## src/rtl/delay_line_pkg.sv

```systemverilog
// Shared types, default sizes and the delay clamp helper for the variable delay line.
package delay_line_pkg;

  typedef enum logic {
    RUN    = 1'b0,
    SETTLE = 1'b1
  } state_t;

  localparam int unsigned DEF_WIDTH     = 8;
  localparam int unsigned DEF_MAX_DELAY = 15;
  localparam int unsigned DEF_DLY_W     = 5;

  // Limit a requested delay to the largest selectable tap.
  function automatic int unsigned clamp_delay(input int unsigned d, input int unsigned max_d);
    return (d > max_d) ? max_d : d;
  endfunction

endpackage

```

## src/rtl/delay_line_ctrl.sv

```systemverilog
// Delay controller: active delay register, settle FSM/counter and clamp error pulse.
module delay_line_ctrl
  import delay_line_pkg::*;
#(
  parameter int unsigned MAX_DELAY = DEF_MAX_DELAY,
  parameter int unsigned DLY_W     = DEF_DLY_W
) (
  input  logic             clk_i,
  input  logic             rst_i,
  input  logic [DLY_W-1:0] delay_i,
  output logic [DLY_W-1:0] dly_q,
  output logic             settle_mask,
  output logic             cfg_err_o
);

  localparam logic [DLY_W-1:0] MAX_D = DLY_W'(MAX_DELAY);

  state_t           state_q;
  logic [DLY_W-1:0] cnt_q;
  logic [DLY_W-1:0] dnew;
  logic [DLY_W-1:0] cnt_ld;
  logic             change;
  logic             over;

  // Change detection; the mask covers the change edge itself plus the remaining settle cycles.
  always_comb begin
    over        = 1'b0;
    dnew        = '0;
    change      = 1'b0;
    cnt_ld      = '0;
    settle_mask = 1'b0;
    over        = (delay_i > MAX_D);
    dnew        = DLY_W'(clamp_delay(32'(delay_i), MAX_DELAY));
    change      = (dnew != dly_q);
    cnt_ld      = (dnew == '0) ? '0 : DLY_W'(dnew - DLY_W'(1));
    settle_mask = change | ((state_q == SETTLE) && (cnt_q != '0));
  end

  // Settle FSM: a change reloads the counter, RUN resumes once it has drained.
  always_ff @(posedge clk_i) begin
    if (!rst_i) begin
      state_q   <= RUN;
      dly_q     <= '0;
      cnt_q     <= '0;
      cfg_err_o <= 1'b0;
    end else begin
      cfg_err_o <= change & over;
      if (change) begin
        dly_q   <= dnew;
        cnt_q   <= cnt_ld;
        state_q <= SETTLE;
      end else begin
        case (state_q)
          SETTLE: begin
            if (cnt_q == '0) state_q <= RUN;
            else             cnt_q   <= DLY_W'(cnt_q - DLY_W'(1));
          end
          default: state_q <= RUN;
        endcase
      end
    end
  end

endmodule

```

## src/rtl/delay_line_var.sv

```systemverilog
// Variable-latency delay line: shift register, tap mux and registered outputs.
module delay_line_var
  import delay_line_pkg::*;
#(
  parameter int unsigned WIDTH     = DEF_WIDTH,
  parameter int unsigned MAX_DELAY = DEF_MAX_DELAY,
  parameter int unsigned DLY_W     = DEF_DLY_W
) (
  input  logic             clk_i,
  input  logic             rst_i,
  input  logic [WIDTH-1:0] data_i,
  input  logic             valid_i,
  input  logic [DLY_W-1:0] delay_i,
  output logic [WIDTH-1:0] data_o,
  output logic             valid_o,
  output logic             settling_o,
  output logic             cfg_err_o
);

  logic [WIDTH-1:0]     sr_data [MAX_DELAY];
  logic [MAX_DELAY-1:0] sr_valid;
  logic [DLY_W-1:0]     dly_q;
  logic                 settle_mask;
  logic [WIDTH-1:0]     tap_data;
  logic                 tap_valid;

  delay_line_ctrl #(
    .MAX_DELAY (MAX_DELAY),
    .DLY_W     (DLY_W)
  ) u_ctrl (
    .clk_i       (clk_i),
    .rst_i       (rst_i),
    .delay_i     (delay_i),
    .dly_q       (dly_q),
    .settle_mask (settle_mask),
    .cfg_err_o   (cfg_err_o)
  );

  // Free-running shift register; entry k holds the sample from k+1 cycles ago.
  always_ff @(posedge clk_i) begin
    if (!rst_i) begin
      for (int unsigned k = 0; k < MAX_DELAY; k++) sr_data[k] <= '0;
      sr_valid <= '0;
    end else begin
      sr_data[0]  <= data_i;
      sr_valid[0] <= valid_i;
      for (int unsigned k = 1; k < MAX_DELAY; k++) begin
        sr_data[k]  <= sr_data[k-1];
        sr_valid[k] <= sr_valid[k-1];
      end
    end
  end

  // Tap select: zero delay bypasses the register chain.
  always_comb begin
    tap_data  = data_i;
    tap_valid = valid_i;
    for (int unsigned k = 0; k < MAX_DELAY; k++) begin
      if (dly_q == DLY_W'(k + 1)) begin
        tap_data  = sr_data[k];
        tap_valid = sr_valid[k];
      end
    end
  end

  // Output registers; data passes through while valid is masked during settle.
  always_ff @(posedge clk_i) begin
    if (!rst_i) begin
      data_o     <= '0;
      valid_o    <= 1'b0;
      settling_o <= 1'b0;
    end else begin
      data_o     <= tap_data;
      valid_o    <= tap_valid & ~settle_mask;
      settling_o <= settle_mask;
    end
  end

endmodule

```

## config.mk

```make
export PLATFORM = sky130hd
export DESIGN_NAME = delay_line_var
export DESIGN_NICKNAME = d
export VERILOG_FILES = /design/src/rtl/delay_line_pkg.sv /design/src/rtl/delay_line_ctrl.sv /design/src/rtl/delay_line_var.sv
export SDC_FILE = /design/constraint.sdc
export NUM_CORES = 1
export LEC_CHECK = 0
export ABC_AREA = 0
export CAP_MARGIN = 20
export CORE_MARGIN = 3
export CORE_UTILIZATION = 58
export DETAILED_ROUTE_END_ITERATION = 7
export PLACE_DENSITY_LB_ADDON = 0.05
export SYNTH_ARGS = -nofsm -noshare
export SYNTH_HDL_FRONTEND = slang
export SYNTH_SLANG_ARGS = --single-unit
```

## constraint.sdc

```tcl
create_clock -name clk_i -period 2.56 [get_ports clk_i]
set_clock_uncertainty 0.15 [all_clocks]
set_input_delay 0.256 -clock clk_i [delete_from_list [all_inputs] [get_ports clk_i]]
set_output_delay 0.256 -clock clk_i [all_outputs]
set_load 0.02 [all_outputs]
```

### After elaboration in Yosys (flattened, before gate mapping)

Memories as Yosys holds them, arrays and structs flattened.
Index checks and enable logic that the tools add are counted.

| operators by class | value |
|---|---|
| add/subtract/negate cells | 2 |
| multipliers | 0 |
| divide/modulo/power cells | 0 |
| order comparisons | 2 |
| eq/ne operators | 17 |
| shift-type cells | 0 |
| multiplexer cells | 55 |
| bitwise logic cells | 19 |
| reductions and logical operators | 6 |

Operator list:

| operator | number |
|---|---|
| $mux W8 | 30 |
| $eq A5 B4 Y1 const B | 8 |
| $mux W5 | 5 |
| $eq A5 B3 Y1 const B | 4 |
| $mux W1 | 20 |
| $or A1 B1 Y1 | 16 |
| $eq A5 B2 Y1 const B | 2 |
| $gt A5 B4 Y1 const B | 2 |
| $logic_not A5 Y1 | 2 |
| $sub A5 B1 Y5 const B | 2 |
| $eq A5 B1 Y1 const B | 1 |
| $ne A5 B5 Y1 | 1 |
| $reduce_bool A5 Y1 | 1 |
| $and A1 B1 Y1 | 2 |
| $ne A2 B1 Y1 const B | 1 |
| $reduce_and A2 Y1 | 1 |
| $reduce_bool A2 Y1 | 1 |
| $logic_and A1 B1 Y1 | 1 |
| $not A1 Y1 | 1 |

| storage, ports and cells | value |
|---|---|
| flip-flop bits (word level) | 37 |
| latch bits | 0 |
| bits in writable memories | 120 |
| bits in read-only memories | 0 |
| input bits | 16 |
| output and inout port bits | 11 |
| word-level logic and storage cells | 110 |
| memories | 1 |

Memories:

| name | words | width | rd ports | clocked after Yosys merged registers in | write ports | RTL line | text |
|---|---|---|---|---|---|---|---|
| sr_data | 15 | 8 | 15 | 0 | 15 | delay_line_var.sv:20 | `logic [WIDTH-1:0] sr_data [MAX_DELAY];` |

### Logic depth before layout (Yosys ltp)

Gate-level depths: netlist of the first run.

| logic depth | value |
|---|---|
| depth after elaboration | 17 |
| mapped depth | 8 |

### Cells and area by module

Synthesis of the first run repeated with hierarchy kept, for this count alone.

| unflattened totals | value |
|---|---|
| cells, all modules | 674 |
| area, all modules | 6423.7 um^2 |

Modules (own cells, without submodules):

| module | instances | cells an instance | area an instance (um^2) |
|---|---|---|---|
| delay_line_var | 1 | 598 | 5776.8 |
| delay_line_ctrl | 1 | 76 | 646.9 |

### Worst setup path before layout of the first run

OpenSTA, ideal clock, no wires.

| path | value |
|---|---|
| kind | reg-to-reg |
| from | register u_ctrl.dly_q[0] |
| to | register data_o[6] |
| library setup time | 0.127 ns |
| arrival | 1.715 ns |
| path slack | 0.568 ns |
| stages on the path, launching flop included | 7 |
| buffers on the path | 1 |
| path through | dfxtp_1 -> buf_6 -> or4b_4 -> o22a_1 -> o221ai_2 -> a311oi_1 -> or3_1 |

| on the way | value |
|---|---|
| cells in the longest elaborated chain, start to end | 16 |
| elaborated cells on any way between the ends | 30 |
| classes of those cells | 15 x eq/ne; 15 x mux |

RTL lines:

| element | RTL line | text |
|---|---|---|
| start: declaration | delay_line_ctrl.sv:11 | `output logic [DLY_W-1:0] dly_q,` |
| start signal: assignment | delay_line_ctrl.sv:49 | `dly_q <= dnew;` |
| $eq A5 B1 Y1 | delay_line_var.sv:59 | `if (dly_q == DLY_W'(k + 1)) begin` |
| $mux W8 (14 in series) | delay_line_var.sv:59 |  |
| $mux W8 (*) | delay_line_var.sv:59 |  |
| end signal: assignment | delay_line_var.sv:73 | `data_o <= tap_data;` |
| end: declaration | delay_line_var.sv:14 | `output logic [WIDTH-1:0] data_o,` |

Every way passes the cells marked *; elsewhere a longest branch is shown, timed or not.
A chain may end at the register's enable or synchronous reset.

### Worst setup path in the final report of the first run

| path | value |
|---|---|
| from | register u_ctrl.dly_q[1] |
| to | register data_o[0] |

Same word-level chain as after synthesis.

==> results of run 1 <==
[placed cells by master (no fill, tap or decap), types with 6 or more instances in the layout]
cell,count
inv_1,10
nor2_1,37
o21ai_0,20
nor3_1,8
and2_1,136
buf_4,21
nand2b_1,9
a21oi_1,23
nand2_1,26
o32ai_1,6
dfxtp_1,154
clkdlybuf4s50_1,25
mux2i_1,16
nand4_1,8
clkbuf_16,16
nand3_1,14
o311a_1,6
and3_1,12
a211oi_1,11
[worst min-delay path: stages]
cell	delay, ns
buf_2	0.13
clkinv_1	0.16
a221oi_1	0.12
nand2_1	0.07
o21ai_1	0.06
[kinds of logic (layout without fill, tap and decap cells)]
kind of cell    after synthesis  count (layout)  synth area share (%)
fa+ha+maj                     3               3                 0.590
buf+inv                      59              94                  4.27
xor+xnor                      5               5                 0.689
simple gates                285             285                  26.3
compound gates              134             134                  15.2
flops                       156             156                  49.1
other cells                   1               1                0.0590
mux                          22              22                  3.76
[path summary, 6_finish.rpt]
kind | start | endpoint | cells after the start
setup / recovery | u_ctrl.dly_q[1]$_SDFFE_PN0N_ | data_o[0]$_SDFF_PN0_ | 7
hold / removal | rst_i | data_o[7]$_SDFF_PN0_ | 5
setup reg to reg | u_ctrl.dly_q[1]$_SDFFE_PN0N_ | data_o[0]$_SDFF_PN0_ | 7
hold reg to reg | sr_data[0][0]$_SDFF_PN0_ | sr_data[0][8]$_SDFF_PN0_ | 1
[cell usage after synthesis, types with 5 or more instances]
| cell | count |
|---|---|
| o2111ai_1 | 5 |
| o32ai_1 | 6 |
| mux2i_1 | 16 |
| a211oi_1 | 11 |
| or3_1 | 5 |
| and3_1 | 12 |
| nand4_1 | 8 |
| a21oi_1 | 23 |
| inv_1 | 10 |
| buf_2 | 21 |
| nor3_1 | 8 |
| nand3_1 | 14 |
| dfxtp_1 | 156 |
| mux2_2 | 5 |
| o22ai_1 | 5 |
| nand2_1 | 26 |
| and2_1 | 136 |
| clkbuf_1 | 22 |
| o311a_1 | 6 |
| nand2b_1 | 9 |
| o21ai_0 | 20 |
| nor2_1 | 37 |
[metrics by stage]
step           utilization, %  cells
6_report                 70.4    836
3_5_place_dp             64.9    805
2_1_floorplan               -    665
3_3_place_gp             64.9    805
4_1_cts                  70.4    836
5_1_grt                  70.4    836
[report_power, final]
part,switching (mW),total (mW),internal [mW]
clock,1.00,2.49,1.49
combinational,0.277,0.484,0.207
sequential,0.0387,2.52,2.48
total,1.32,5.49,4.17
[final cells by class]
type	instances	area, sq um	area share (%)
Sequential cell	156	3130	42.2
Multi-Input combinational cell	450	2970	40.1
Timing Repair Buffer	52	513	6.93
Clock buffer	18	418	5.65
Tap cell	136	170	2.30
Clock inverter	13	169	2.28
Inverter	11	41.3	0.558
[metal layers]
layer	global-route usage (%)	share of wire, %	wire length, microns
met5	0	0	0
met4	9.36	1.6	239
met3	5.73	5.1	751
met2	38.8	47	6900
met1	32.6	47	6930
[registers in the layout (all words and copies together), names as in the netlist]
name / count
u_ctrl.state_q: 1
u_ctrl.cnt_q: 5
valid_o: 1
u_ctrl.dly_q: 5
data_o: 8
u_ctrl.cfg_err_o: 1
sr_data: 120
sr_valid: 15
==> flow_summary_export.csv, run 1 <==
group,metric,value,unit
run_status,status,"finished, final reports clean",
timing,timing_hold_violations_final,0,
pwr,p_per_area,742,nW/um^2
placement,io_buffers,26,
placement,hpwl,10.2,mm
routing,viasPerCell,5.87,
global_routing,antenna_found_initial,0,
die,io-pin-count,27,
setup_path,path_class,"reg -> reg",
logic_synthesis,synth_cell_type_count,76,
routing,drt-total-wl,14.8,mm
setup_path,path_cells,"buf_12 -> nand2_1 -> nor3_1 -> buf_4 -> nand2_1 -> o311a_1 -> o31ai_1",
timing,period_minus_slack,2.26,ns
die,die_w,111,microns
setup_path,arrival,2.53,ns
setup_path,critical_path_required,2.83,ns
clock_network,hold_buffers,0,
global_routing,grt.total_usage,24.5,%
timing,hold-worst-slack,0.150,ns
die,core_area,10500,sq um
die,row_count,37,
routing,num_vias,4909,
die,start_util,60.5,%
clock_network,postCtsSetupBuffers,0,
routing,dr.pass1.iters,5,
clock_network,cts_sinks,156,
placement,gp_congestion,0.895,
final_layout,fill_cells,787,
logic_synthesis,synth_area,6360,sq um
global_routing,grt_pass1_vias,4744,
placement,placed_cell_area,6820,sq um
timing,tns,0,ns
logic_synthesis,yosys_warnings,0,
worst_hold_path,hp-class,"in -> reg",
timing,drv_slew,0,
clock_network,insertion_delay,0.54,ns
setup_path,crit_path_end_kind,"register",
clock_network,path_clk_slew,0.06,ns
final_layout,final_area,7400,sq um
logic_synthesis,synth_edf_count,0,
final_layout,syn_to_final_growth,16.4,%
timing,fmax,443,MHz
routing,routedWlPerCell,17.7,microns
setup_path,critPathMaxStageDelay,0.57,ns
global_routing,overflow,0,
global_routing,grt_max_degree,142,
clock_network,cts_buffer_depth,2,
pwr,power_leakage,2.91,nW
logic_synthesis,synth_area_per_cell,9.56,sq um
logic_synthesis,synth-seq-area-share,49.1,%
logic_synthesis,synth_top_area_cell,"dfxtp_1",
setup_path,path_max_fanout,24,
routing,remaining_drc_errors,0,
timing,timing.final.ws_setup,0.301,ns
setup_path,start_kind,"register",
clock_network,cts-resized-gates,0,
timing,tightestPinTransition,0.647,ns
timing,rsz0062_at_grt,"false",
timing,finalSetupViolations,0,
logic_synthesis,ys_ff_latch,156,
die,die_area,12300,sq um
placement,dp_slack,0.258,ns
logic_synthesis,synth_top_flop_cell,"dfxtp_1",
clock_network,cts_tree,"built",
logic_synthesis,synthCells,665,
pwr,total_power,5.49,mW
job,drv_cap,0,
global_routing,grt_first_pass_wirelength,24.1,mm
setup_path,crit_slowest_cell,"dfxtp_2",
setup_path,worst_path_most_repeated_cell,"nand2_1",
setup_path,path_delay_family,"flip-flops",
final_layout,final_layout_size_suffix_gt1_share,10.3,%
routing,drt_iter0_markers,466,
pwr,ir_worst_vdd,0.905,mV
setup_path,rrSetupSlack,0.30,ns
routing,ant_nets,0,
logic_synthesis,netlist.area_leader.share,49.1,%
die,die_h,111,microns
logic_synthesis,syn-num-nets,684,
timing,finalCritPeriodShare,88.3,%
timing,slew_headroom,56.3,%
final_layout,diodes,0,
logic_synthesis,async_reset_ff_share,0,%
logic_synthesis,synth_area_leaders,"dfxtp_1 (49%), and2_1 (13%), mux2i_1 (2.5%)",
setup_path,crit_buf_inv,2,
clock_network,cts-root-buf,"clkbuf_8",
clock_network,cts_buffers,17,
clock_network,htreeDepth,4,
final_layout,layout.nets,707,
(Power assumes the default switching activity.)
==> run 2, diff against run 1 <==
REMOVE_ABC_BUFFERS = 1   (was unset)
==> run 2 against run 1 <==
  * Setup slack worse by 0.10 ns
  * Critical path depth down 1
  * Non-clock buffer count up 6
  * Clock power about the same
  * Utilization up 0.13 points
==> flow_summary_export.csv, run 2 (synthesized netlist as in run 1, its figures left out) <==
group,metric,value,unit
final_layout,syn_to_final_growth,16.6,%
setup_path,cp.depth,6,
routing,routedWlPerCell,17.6,microns
pwr,ir_worst_vdd,0.605,mV
final_layout,largest_reg_flops,120,
routing,dr.pass1.iters,5,
pwr,pwr-share-comb,8.9,%
placement,hpwl,10.4,mm
routing,drt_iter0_markers,284,
pwr,power_leakage,2.94,nW
clock_network,insertion_delay,0.53,ns
routing,remaining_drc_errors,0,
setup_path,rrSetupSlack,0.20,ns
timing,hold-worst-slack,0.0374,ns
placement,placed_cell_area,6840,sq um
timing,tns,0,ns
pwr,p_int,4.27,mW
setup_path,path_max_fanout,22,
clock_network,postCtsSetupBuffers,0,
die,die_h,111,microns
setup_path,path_delay_family,"compound AO/OA/AOI/OAI gates",
clock_network,cts-root-buf,"clkbuf_8",
final_layout,diodes,0,
final_layout,final_area,7420,sq um
clock_network,cts_tree,"built",
global_routing,grt.total_usage,24.6,%
global_routing,antenna_found_initial,0,
routing,viasPerCell,5.89,
routing,drt-total-wl,14.8,mm
timing,tightestPinTransition,0.670,ns
timing,fmax,424,MHz
final_layout,layout.nets,713,
setup_path,worst_path_most_repeated_cell,"o32ai_1",
global_routing,grt_first_pass_wirelength,24.2,mm
die,core_area,10500,sq um
timing,timing_hold_violations_final,0,
die,row_count,37,
pwr,clkPwrFrac,45.5,%
clock_network,cts_buffers,17,
timing,drv_slew,0,
pwr,p_per_area,743,nW/um^2
routing,ant_nets,0,
global_routing,overflow,0,
placement,io_buffers,26,
setup_path,path_class,"reg -> reg",
setup_path,critical_path_required,2.86,ns
worst_hold_path,hp-class,"in -> reg",
die,die_w,111,microns
setup_path,crit_path_end_kind,"register",
final_layout,largest_register,"sr_data",
setup_path,crit_slowest_cell,"dfxtp_2",
setup_path,arrival,2.66,ns
pwr,p_sw,1.24,mW
timing,rsz0062_at_grt,"false",
die,die_area,12300,sq um
setup_path,setup.worst_path.end,"data_o[2]$_SDFF_PN0_",
setup_path,timing.rr.end,"data_o[2]$_SDFF_PN0_",
global_routing,grt_max_degree,95,
job,drv_cap,0,
final_layout,final_cells,839,
clock_network,hold_buffers,0,
setup_path,crit_buf_inv,1,
timing,period_minus_slack,2.36,ns
setup_path,critPathMaxStageDelay,0.61,ns
setup_path,reg2reg_from,"u_ctrl.dly_q[1]$_SDFFE_PN0N_",
setup_path,start_kind,"register",
final_layout,layout_common_cells,"dfxtp_1 (154), and2_1 (136), nor2_1 (37)",
clock_network,cts-resized-gates,0,
setup_path,reg2regPathDepth,6,
setup_path,startpoint,"u_ctrl.dly_q[1]$_SDFFE_PN0N_",
run_status,status,"finished, final reports clean",
global_routing,grt_pass1_vias,4779,
clock_network,cts_sinks,156,
setup_path,path_cells,"buf_4 -> nand2b_1 -> o32ai_1 -> o32ai_1 -> o221ai_1 -> a211oi_2",
clock_network,path_clk_slew,0.06,ns
timing,slew_headroom,55.3,%
placement,dp_cells,811,
pwr,switching_share,22.5,%
die,io-pin-count,27,
die,start_util,60.5,%
pwr,seq_power_share,45.6,%
timing,finalCritPeriodShare,92.2,%
timing,finalSetupViolations,0,
final_layout,layout_commonest_cell,"dfxtp_1",
pwr,total_power,5.51,mW
final_layout,final_layout_size_suffix_gt1_share,10.5,%
routing,num_vias,4939,
final_layout,reg_top3,"sr_data x120, sr_valid x15, data_o x8",
clock_network,cts_buffer_depth,2,
clock_network,htreeDepth,4,
placement,gp_congestion,0.873,
## run 2: cell count changes in the layout (fill, tap and decap cells not counted)
cell | before | now
buf_12 | 5 | 3
buf_4 | 21 | 29
bufinv_16 | 3 | 4
clkbuf_1 | 1 | 2
clkbuf_8 | 1 | 2
clkinv_2 | 1 | 2
clkinv_4 | 3 | 0
clkinvlp_4 | 4 | 2
inv_6 | 2 | 0
## run 2: cell type report
type,count,area [sq um]
Clock buffer,20,435
Clock inverter,8,145
Fill cell,795,3090
Inverter,11,41.3
Multi-Input combinational cell,450,2970
Sequential cell,156,3130
Tap cell,136,170
Timing Repair Buffer,58,533
## run 2: power groups by stage
stage	sequential (mW)	clock, mW	combinational (mW)
after floorplan	2.61	0	0.213
after global placement	2.57	0	0.473
after detailed placement	2.57	0	0.479
after CTS	2.52	2.54	0.484
after global routing	2.52	2.66	0.529
final	2.52	2.51	0.489
## run 2: metrics by stage
stage	utilization [%]	setup WS [ns]
floorplan	-	-0.685
global placement	65.0	0.333
detailed placement	65.0	0.285
CTS	70.6	0.235
global route	70.6	0.0795
finish	70.6	0.200
## run 2: worst min-delay path by stage
| stage | startpoint | endpoint | slack (ns) | cells after the start |
|---|---|---|---|---|
| after global routing | rst_i | sr_data[1][53]$_SDFF_PN0_ | 0.02 | 2 |
| after global placement | sr_data[0][48]$_SDFF_PN0_ | sr_data[0][56]$_SDFF_PN0_ | 0.28 | 1 |
| after detailed placement | sr_data[0][59]$_SDFF_PN0_ | sr_data[1][3]$_SDFF_PN0_ | 0.28 | 1 |
| final | rst_i | sr_data[1][26]$_SDFF_PN0_ | 0.04 | 2 |
| after floorplan | delay_i[4] | u_ctrl.dly_q[3]$_SDFFE_PN0N_ | 0.22 | 2 |
| after CTS | rst_i | sr_data[1][34]$_SDFF_PN0_ | 0.01 | 2 |
## run 2: routing by layer
layer / share of wire (%) / track usage, % / wire (microns)
met1: 47 / 33.4 / 6880
met2: 46 / 38.3 / 6760
met3: 6.0 / 5.73 / 886
met4: 1.7 / 9.11 / 245
met5: 0 / 0 / 0
## run 2: worst reg2reg max path, delay by kind of cell, from the launching register on
family	cells	cell delay (ns)
flip-flops	1	0.61
AO/OA/AOI/OAI	4	1.00
buffers and inverters	1	0.30
AND/OR/NAND/NOR	1	0.23
==> run 3, diff against run 2 <==
CTS_BUF_LIST = sky130_fd_sc_hd__clkbuf_16   (was unset)
==> run 3 against run 2 <==
  * Sequential cell count stayed put
  * Clock power about the same
  * Clock-buffer cell count decreased by 3
  * Worst hold slack better by 0.11 ns
  * Utilization about the same
  * Routed wire length about the same
  * Die area unchanged
  * Combinational power hardly changed
  * Sequential power about the same
  * Final cell count unchanged
  * Setup slack better by 0.013 ns
  * Via count barely moved
  * Highest routed layer unchanged
==> flow_summary_export.csv, run 3 (synthesized netlist as in run 1, its figures left out) <==
group,metric,value,unit
run_status,status,"finished, final reports clean",
routing,ant_nets,0,
timing,finalCritPeriodShare,91.7,%
pwr,ir_worst_vdd,0.609,mV
clock_network,htreeDepth,4,
final_layout,final_layout_size_suffix_gt1_share,10.4,%
setup_path,arrival,2.54,ns
clock_network,insertion_delay,0.42,ns
die,die_area,12300,sq um
pwr,power_leakage,2.95,nW
placement,placed_cell_area,6840,sq um
global_routing,grt.total_usage,24.5,%
routing,remaining_drc_errors,0,
die,row_count,37,
setup_path,start_kind,"register",
global_routing,grt_pass1_vias,4776,
routing,num_vias,4938,
pwr,p_per_area,745,nW/um^2
timing,rsz0062_at_grt,"false",
timing,finalSetupViolations,0,
pwr,seq_power_share,45.5,%
timing,fmax,426,MHz
timing,timing_hold_violations_final,0,
die,core_area,10500,sq um
routing,viasPerCell,5.89,
global_routing,antenna_found_initial,0,
final_layout,diodes,0,
timing,period_minus_slack,2.35,ns
setup_path,crit_path_end_kind,"register",
worst_hold_path,hp-class,"in -> reg",
pwr,pwr-share-comb,8.9,%
timing,slew_headroom,54.4,%
setup_path,critical_path_required,2.76,ns
pwr,clkPwrFrac,45.6,%
routing,dr.pass1.iters,5,
final_layout,layout_commonest_cell,"dfxtp_1",
global_routing,overflow,0,
final_layout,final_cells,839,
timing,drv_slew,0,
pwr,p_sw,1.25,mW
die,io-pin-count,27,
clock_network,cts_tree,"built",
final_layout,layout.nets,713,
clock_network,path_clk_slew,0.06,ns
setup_path,path_max_fanout,22,
clock_network,cts-root-buf,"clkbuf_16",
clock_network,cts_buffers,17,
final_layout,final_area,7420,sq um
global_routing,grt_max_degree,95,
final_layout,layout_common_cells,"dfxtp_1 (154), and2_1 (136), nor2_1 (37)",
die,die_h,111,microns
pwr,p_int,4.28,mW
final_layout,largest_reg_flops,120,
pwr,switching_share,22.5,%
final_layout,reg_top3,"sr_data x120, sr_valid x15, data_o x8",
placement,io_buffers,26,
clock_network,cts_buffer_depth,2,
final_layout,fill_cells,796,
final_layout,largest_register,"sr_data",
routing,routedWlPerCell,17.6,microns
routing,drt_iter0_markers,366,
die,start_util,60.5,%
clock_network,hold_buffers,0,
die,die_w,111,microns
placement,dp_cells,811,
routing,drt-total-wl,14.8,mm
global_routing,grt_first_pass_wirelength,24.2,mm
clock_network,cts_sinks,156,
placement,hpwl,10.4,mm
clock_network,postCtsSetupBuffers,0,
job,drv_cap,0,
clock_network,cts-resized-gates,0,
setup_path,path_class,"reg -> reg",
placement,gp_congestion,0.873,
final_layout,syn_to_final_growth,16.6,%
timing,tightestPinTransition,0.684,ns
run 3: cell types whose count changed in the layout (fill, tap and decap cells not counted):
| cell | delta |
|---|---|
| clkbuf_8 | -2 |
| inv_1 | +2 |
| clkbuf_1 | -2 |
| clkinv_1 | +1 |
| clkbuf_16 | +1 |
run 3: power by group through the flow:
stage | registers [mW] | clock network [mW] | logic (mW)
finish | 2.52 | 2.52 | 0.489
global route | 2.52 | 2.67 | 0.530
CTS | 2.52 | 2.55 | 0.484
detailed placement | 2.57 | 0 | 0.479
global placement | 2.57 | 0 | 0.473
floorplan | 2.61 | 0 | 0.213
run 3: layout make-up:
type                            count  area, sq um  share of cell area (%)
Multi-Input combinational cell    450         2970                    40.0
Sequential cell                   156         3130                    42.1
Clock inverter                     11          156                    2.11
Inverter                           11         41.3                   0.557
Tap cell                          136          170                    2.29
Timing Repair Buffer               58          533                    7.19
Clock buffer                       17          425                    5.74
run 3: final timing paths:
check / from / end / slack (ns) / depth (start not counted)
max: u_ctrl.dly_q[1]$_SDFFE_PN0N_ / data_o[2]$_SDFF_PN0_ / 0.21 / 6
min: rst_i / sr_data[1][26]$_SDFF_PN0_ / 0.15 / 2
max reg2reg: u_ctrl.dly_q[1]$_SDFFE_PN0N_ / data_o[2]$_SDFF_PN0_ / 0.21 / 6
min reg2reg: sr_data[1][36]$_SDFF_PN0_ / sr_data[1][44]$_SDFF_PN0_ / 0.30 / 1
run 3: worst max-delay path, stage by stage (launching register included):
cell and delay [ns]:
dfxtp_2 0.60, buf_4 0.29, nand2b_1 0.23, o32ai_1 0.12, o32ai_1 0.36, o221ai_1 0.27, a211oi_2 0.23
run 3: per-layer routing:
metal  GRT usage [%]  wire [microns]  up-vias
met4            8.29             218        0
met3            6.33             949       21
li1                -               -     2400
met2            38.3            6800      150
met5               0               0        -
met1            33.3            6800     2367
run 3: metrics by stage:
| stage | worst slack [ns] | util (%) | power [mW] | hold slack [ns] | TNS, ns |
|---|---|---|---|---|---|
| final | 0.214 | 70.6 | 5.52 | 0.146 | 0 |
| after global routing | 0.0796 | 70.6 | 5.72 | 0.146 | 0 |
| after CTS | 0.234 | 70.6 | 5.55 | 0.134 | 0 |
| after detailed placement | 0.285 | 65.0 | 3.05 | 0.283 | 0 |
| after global placement | 0.333 | 65.0 | 3.04 | 0.279 | 0 |
| after floorplan | -0.685 | - | 2.82 | 0.222 | -7.65 |
